$ cat src/rtl/adder_scheduler.sv
// Round-robin arbiter sharing one 16-bit saturating adder among NUM_REQ requesters, one op in flight.
// Optional build macro ADDER_TIMEOUT_EN: bounds the wait for add_done and flags an expired wait in rsp_err.
`timescale 1ns/1ps

module adder_scheduler #(
    parameter int unsigned NUM_REQ        = 4,
    parameter int unsigned ID_W           = 2,
    parameter int unsigned TIMEOUT_CYCLES = 8
) (
    input  logic                  clk,
    input  logic                  reset,
    input  logic [NUM_REQ-1:0]    req_valid,
    input  logic [16*NUM_REQ-1:0] req_a,
    input  logic [16*NUM_REQ-1:0] req_b,
    output logic [NUM_REQ-1:0]    req_ready,
    output logic                  rsp_valid,
    output logic [ID_W-1:0]       rsp_id,
    output logic [15:0]           rsp_sum,
    output logic                  rsp_err,
    output logic                  add_enable,
    output logic [15:0]           add_a,
    output logic [15:0]           add_b,
    input  logic [15:0]           add_sum,
    input  logic                  add_done,
    output logic                  busy
);

    localparam int unsigned DW = 16;

    if (NUM_REQ < 2 || NUM_REQ > 8 || (1 << ID_W) < NUM_REQ || TIMEOUT_CYCLES < 1) begin : g_param_check
        $error("adder_scheduler: invalid parameter combination");
    end

    typedef enum logic [1:0] {
        IDLE  = 2'd0,
        ISSUE = 2'd1,
        WAIT  = 2'd2,
        RESP  = 2'd3
    } state_t;

    state_t          state;
    logic [ID_W-1:0] rr_ptr;
    logic [ID_W-1:0] grant;
    logic            pick_found_c;
    logic [ID_W-1:0] pick_idx_c;
    logic [ID_W-1:0] rr_next_c;

`ifdef ADDER_TIMEOUT_EN
    localparam int unsigned TW = $clog2(TIMEOUT_CYCLES + 1);
    logic [TW-1:0] wait_cnt;
    logic          err_q;
    assign rsp_err = err_q;
`else
    assign rsp_err = 1'b0;
`endif

    // First requesting index at or above the rr pointer, wrapping inside NUM_REQ.
    always_comb begin
        pick_found_c = 1'b0;
        pick_idx_c   = '0;
        for (int unsigned i = 0; i < NUM_REQ; i++) begin
            if (!pick_found_c && req_valid[(int'(rr_ptr) + i) % NUM_REQ]) begin
                pick_found_c = 1'b1;
                pick_idx_c   = ID_W'((int'(rr_ptr) + i) % NUM_REQ);
            end
        end
    end

    assign rr_next_c = (grant == ID_W'(NUM_REQ - 1)) ? '0 : grant + ID_W'(1);

    always_ff @(posedge clk) begin
        if (reset) begin
            state      <= IDLE;
            rr_ptr     <= '0;
            grant      <= '0;
            req_ready  <= '0;
            rsp_valid  <= 1'b0;
            rsp_id     <= '0;
            rsp_sum    <= '0;
            add_enable <= 1'b0;
            add_a      <= '0;
            add_b      <= '0;
            busy       <= 1'b0;
`ifdef ADDER_TIMEOUT_EN
            wait_cnt   <= '0;
            err_q      <= 1'b0;
`endif
        end else begin
            req_ready  <= '0;
            add_enable <= 1'b0;
            rsp_valid  <= 1'b0;
            case (state)
                IDLE: begin
                    if (pick_found_c) begin
                        grant      <= pick_idx_c;
                        add_a      <= req_a[int'(pick_idx_c) * DW +: DW];
                        add_b      <= req_b[int'(pick_idx_c) * DW +: DW];
                        req_ready  <= NUM_REQ'(1) << pick_idx_c;
                        add_enable <= 1'b1;
                        busy       <= 1'b1;
                        state      <= ISSUE;
                    end
                end
                ISSUE: begin
`ifdef ADDER_TIMEOUT_EN
                    wait_cnt <= '0;
`endif
                    state <= WAIT;
                end
                WAIT: begin
                    if (add_done) begin
                        rsp_sum   <= add_sum;
                        rsp_id    <= grant;
                        rsp_valid <= 1'b1;
`ifdef ADDER_TIMEOUT_EN
                        err_q     <= 1'b0;
`endif
                        state     <= RESP;
                    end
`ifdef ADDER_TIMEOUT_EN
                    // Adder never answered: report an error result instead of hanging.
                    else if (wait_cnt == TW'(TIMEOUT_CYCLES)) begin
                        rsp_sum   <= '0;
                        rsp_id    <= grant;
                        rsp_valid <= 1'b1;
                        err_q     <= 1'b1;
                        state     <= RESP;
                    end else begin
                        wait_cnt <= wait_cnt + TW'(1);
                    end
`endif
                end
                RESP: begin
                    rr_ptr <= rr_next_c;
                    busy   <= 1'b0;
                    state  <= IDLE;
                end
                default: state <= IDLE;
            endcase
        end
    end

endmodule

$ cat config.mk
export PLATFORM = sky130hd
export DESIGN_NAME = adder_scheduler
export DESIGN_NICKNAME = d
export VERILOG_FILES = /design/src/rtl/adder_scheduler.sv
export SDC_FILE = /design/constraint.sdc
export NUM_CORES = 1
export LEC_CHECK = 0
export BUFFER_PORTS_ARGS = -buffer_cell sky130_fd_sc_hd__buf_2
export CAP_MARGIN = 20
export CELL_PAD_IN_SITES_DETAIL_PLACEMENT = 1
export CELL_PAD_IN_SITES_GLOBAL_PLACEMENT = 1
export CORE_MARGIN = 2
export CORE_UTILIZATION = 28
export CTS_CLUSTER_SIZE = 8
export DETAILED_ROUTE_END_ITERATION = 10
export PLACE_DENSITY = 0.84
export SKIP_LAST_GASP = 1
export SYNTH_ARGS = -nofsm -noshare
export SYNTH_HDL_FRONTEND = slang
export SYNTH_SLANG_ARGS = --single-unit
$ cat constraint.sdc
create_clock -name clk -period 2.5 [get_ports clk]
set_clock_uncertainty 0.2 [all_clocks]
set_input_delay 0.125 -clock clk [delete_from_list [all_inputs] [get_ports clk]]
set_output_delay 0.125 -clock clk [all_outputs]
set_load 0.05 [all_outputs]
==> results.ini <==
[timing]
fin_crit_sh_pct=93.6
slew_headroom_pct=55.2
grt_setup_unrepaired=false
hold_viol_final=1
period_needed_ns=2.34
tns_ns=0
layout_setup_ws_ns=0.160
fin_hold_ws_ns=-0.000243
tightest_slew_ns=0.672
maxSlewViolCount=0
setup_violations=0
fmax_ghz=0.427

[outcome]
violations=hold timing
outcome=finished, violations left

[clock_network]
cts_sinks=63
root_buffer=clkbuf_16
cts_tree=done
numCtsBuffers=9
cts_setup_buffers=0
htree_levels=3
clock_latency_ns=0.32
path_clk_slew_ns=0.06
cts_max_path_buffers=2

[critical_path]
worstPathRequired_ns=2.49
cp_cell_sequence=or3b_4, o221ai_4, buf_4, mux2i_1, dlygate4sd3_1, o221ai_1
cp_slowest_stage_delay_ns=0.57
ff2ff_path_depth=6
critPathArrivalTime_ns=2.33
crit_type=reg2reg
start_kind=flop
crit_fanout=14
slowest_stage=dlygate4sd3_1
cp-end-kind=flop

[synthesis]
syn_avg_cell_area_um2=7.71
ys_ff_latch=63
synth_top_area_cell=dfxtp_1
synth_top_area_share_pct=39.6
syn_inst=413
syn_nets=569
synth_area_leaders=dfxtp_1 (40%), nand2_1 (17%), nand3_1 (8.5%), a32o_1 (8.2%), mux2i_1 (4.4%)
synth_edf_count=0
syn_area_um2=3180
seq_area_frac_synth_pct=39.6
yosys_warnings=0
netlist-cell-type-count=32
async_flop_share_pct=0
synth_ff_type=dfxtp_1

[routing]
drt_first_iter_violations=328
vias=4588
route.detailed.drc=0
routedWlPerCell_um=20.2
drt-total-wl_mm=18.0
vias_per_cell=5.14
drtPass1Iterations=5
detail-route-antenna-nets=0

[layout]
fin_util_pct=54.4
final_nets=895
num-fill-cells=1356
seq_area_um2=1260
multi_input_area_um2=1740
final_layout_size_suffix_gt1_share_pct=33.5
area_delta_synth_final_pct=87.7
stdcell_area_um2=5980

[floorplanning]
die-area_um2=12200
die_h_um=111
top_level_ports=209
dieWidth_um=111
num_rows=38
initial_core_util_pct=29.0
coreArea_um2=11000

[placed_design]
numPortBuffers=207
pre_cts_ws_ns=0.263
placed_area_um2=4330
globalplace.congestion=0.851
hpwl_mm=9.70

[global_routing]
grt_max_degree=52
antenna_found_initial=9
grtUsageTotal_pct=28.8
grt-ovfl-total=0
grt_pass1_wl_mm=27.8
grt_pass1_vias=5308

[worst_hold_path]
holdPathStages=4
hp-class=in2reg

[power]
power.total_mw=5.22
vdd_drop_max_uv=375
power.leakage_nw=2.86
p_per_area_nw_per_um2=874

[job]
max-cap-violations=0

final cells by class:
cell class | instances | share of cell area [%]
inverter | 4 | 0.251
sequential | 63 | 21.1
tap | 140 | 2.93
antenna | 9 | 0.377
multi-input combinational | 314 | 29.2
clock buffer | 9 | 3.77
clock inverter | 7 | 1.63
timing repair buffer | 347 | 40.7
power breakdown:
| group | internal, mW | leakage [nW] | switching (mW) |
|---|---|---|---|
| Sequential | 1.27 | 0.517 | 0.182 |
| Combinational | 0.746 | 2.20 | 1.67 |
| Clock | 0.874 | 0.152 | 0.481 |
| Total | 2.89 | 2.86 | 2.33 |
stage by stage:
stage / std cells / hold WS [ns]
after floorplan: 413 / 0.0610
after global placement: 739 / 0.165
after detailed placement: 739 / 0.170
after CTS: 884 / 0.00242
after global routing: 893 / 0.0171
final: 893 / -0.000243
layer usage:
metal	part of all wire [%]	GRT usage [%]	vias up	routed length, µm
li1	-	-	2088	-
met1	35	27.7	2204	6230
met2	55	54.7	217	9870
met3	4.8	6.09	79	864
met4	5.8	18.8	0	1050
met5	0	0	-	0
repair_timing:
action                     CTS  global route
hold buffers               129             0
resized for setup            0             3
setup endpoints to repair    0             1
hold endpoints to repair    50             0
registers in the layout (all words and copies together) (netlist names):
name / flops
add_a: 16
rsp_id: 2
rsp_sum: 16
rsp_valid: 1
req_ready: 4
grant: 2
add_b: 16
busy: 1
rr_ptr: 2
add_enable: 1
state: 2
cell usage after synthesis, types with 5 or more instances:
cell,instances
a21oi_1,20
dfxtp_1,63
mux2i_1,14
o221ai_1,5
a32o_1,26
ha_1,5
clkbuf_1,12
nand2_2,6
buf_4,7
buf_2,8
nand3_1,54
nor2_1,14
buf_6,5
nand2_1,147
final timing paths:
check | startpoint | endpoint | slack [ns]
max | rr_ptr[1]$_SDFFE_PP0P_ | add_a[12]$_SDFFE_PP0P_ | 0.16
min | req_b[45] | add_b[13]$_SDFFE_PP0P_ | -0.0002
max reg2reg | rr_ptr[1]$_SDFFE_PP0P_ | add_a[12]$_SDFFE_PP0P_ | 0.16
min reg2reg | rsp_sum[7]$_SDFFE_PP0P_ | rsp_sum[7]$_SDFFE_PP0P_ | 0.26
cells by family (layout without fill, tap and decap cells):
family | Yosys count | after routing | synth area share [%]
other cells | 1 | 10 | 0.118
flops | 63 | 63 | 39.6
compound gates | 61 | 61 | 16.3
simple gates | 233 | 233 | 31.1
mux | 14 | 14 | 4.40
buf+inv | 36 | 367 | 6.56
fa+ha+maj | 5 | 5 | 1.96
worst max-delay path, delay by kind of cell (launching register included):
family / cells / cell delay (ns)
flops: 1 / 0.36
compound gates: 2 / 0.17
buf+inv: 2 / 0.82
mux: 1 / 0.22
simple gates: 1 / 0.43
layout by cell type (no fill, tap or decap), types with 2 or more instances in the layout:
cell type / netlist / final
nor2_1: 14 / 13
buf_2: 8 / 207
clkinvlp_4: 0 / 2
clkinv_4: 0 / 2
buf_4: 7 / 9
buf_12: 0 / 2
a21oi_1: 20 / 20
dlygate4sd3_1: 0 / 129
clkbuf_16: 0 / 9
and2_1: 4 / 4
bufinv_16: 0 / 2
nand3_1: 54 / 54
inv_1: 4 / 4
mux2i_1: 14 / 13
a32o_1: 26 / 26
nor2b_1: 3 / 2
diode_2: 0 / 9
nand2_2: 6 / 6
nor3_1: 2 / 2
nand2_1: 147 / 147
ha_1: 5 / 5
dfxtp_1: 63 / 62
o221ai_1: 5 / 5
Power figures use the tool's default switching activity.
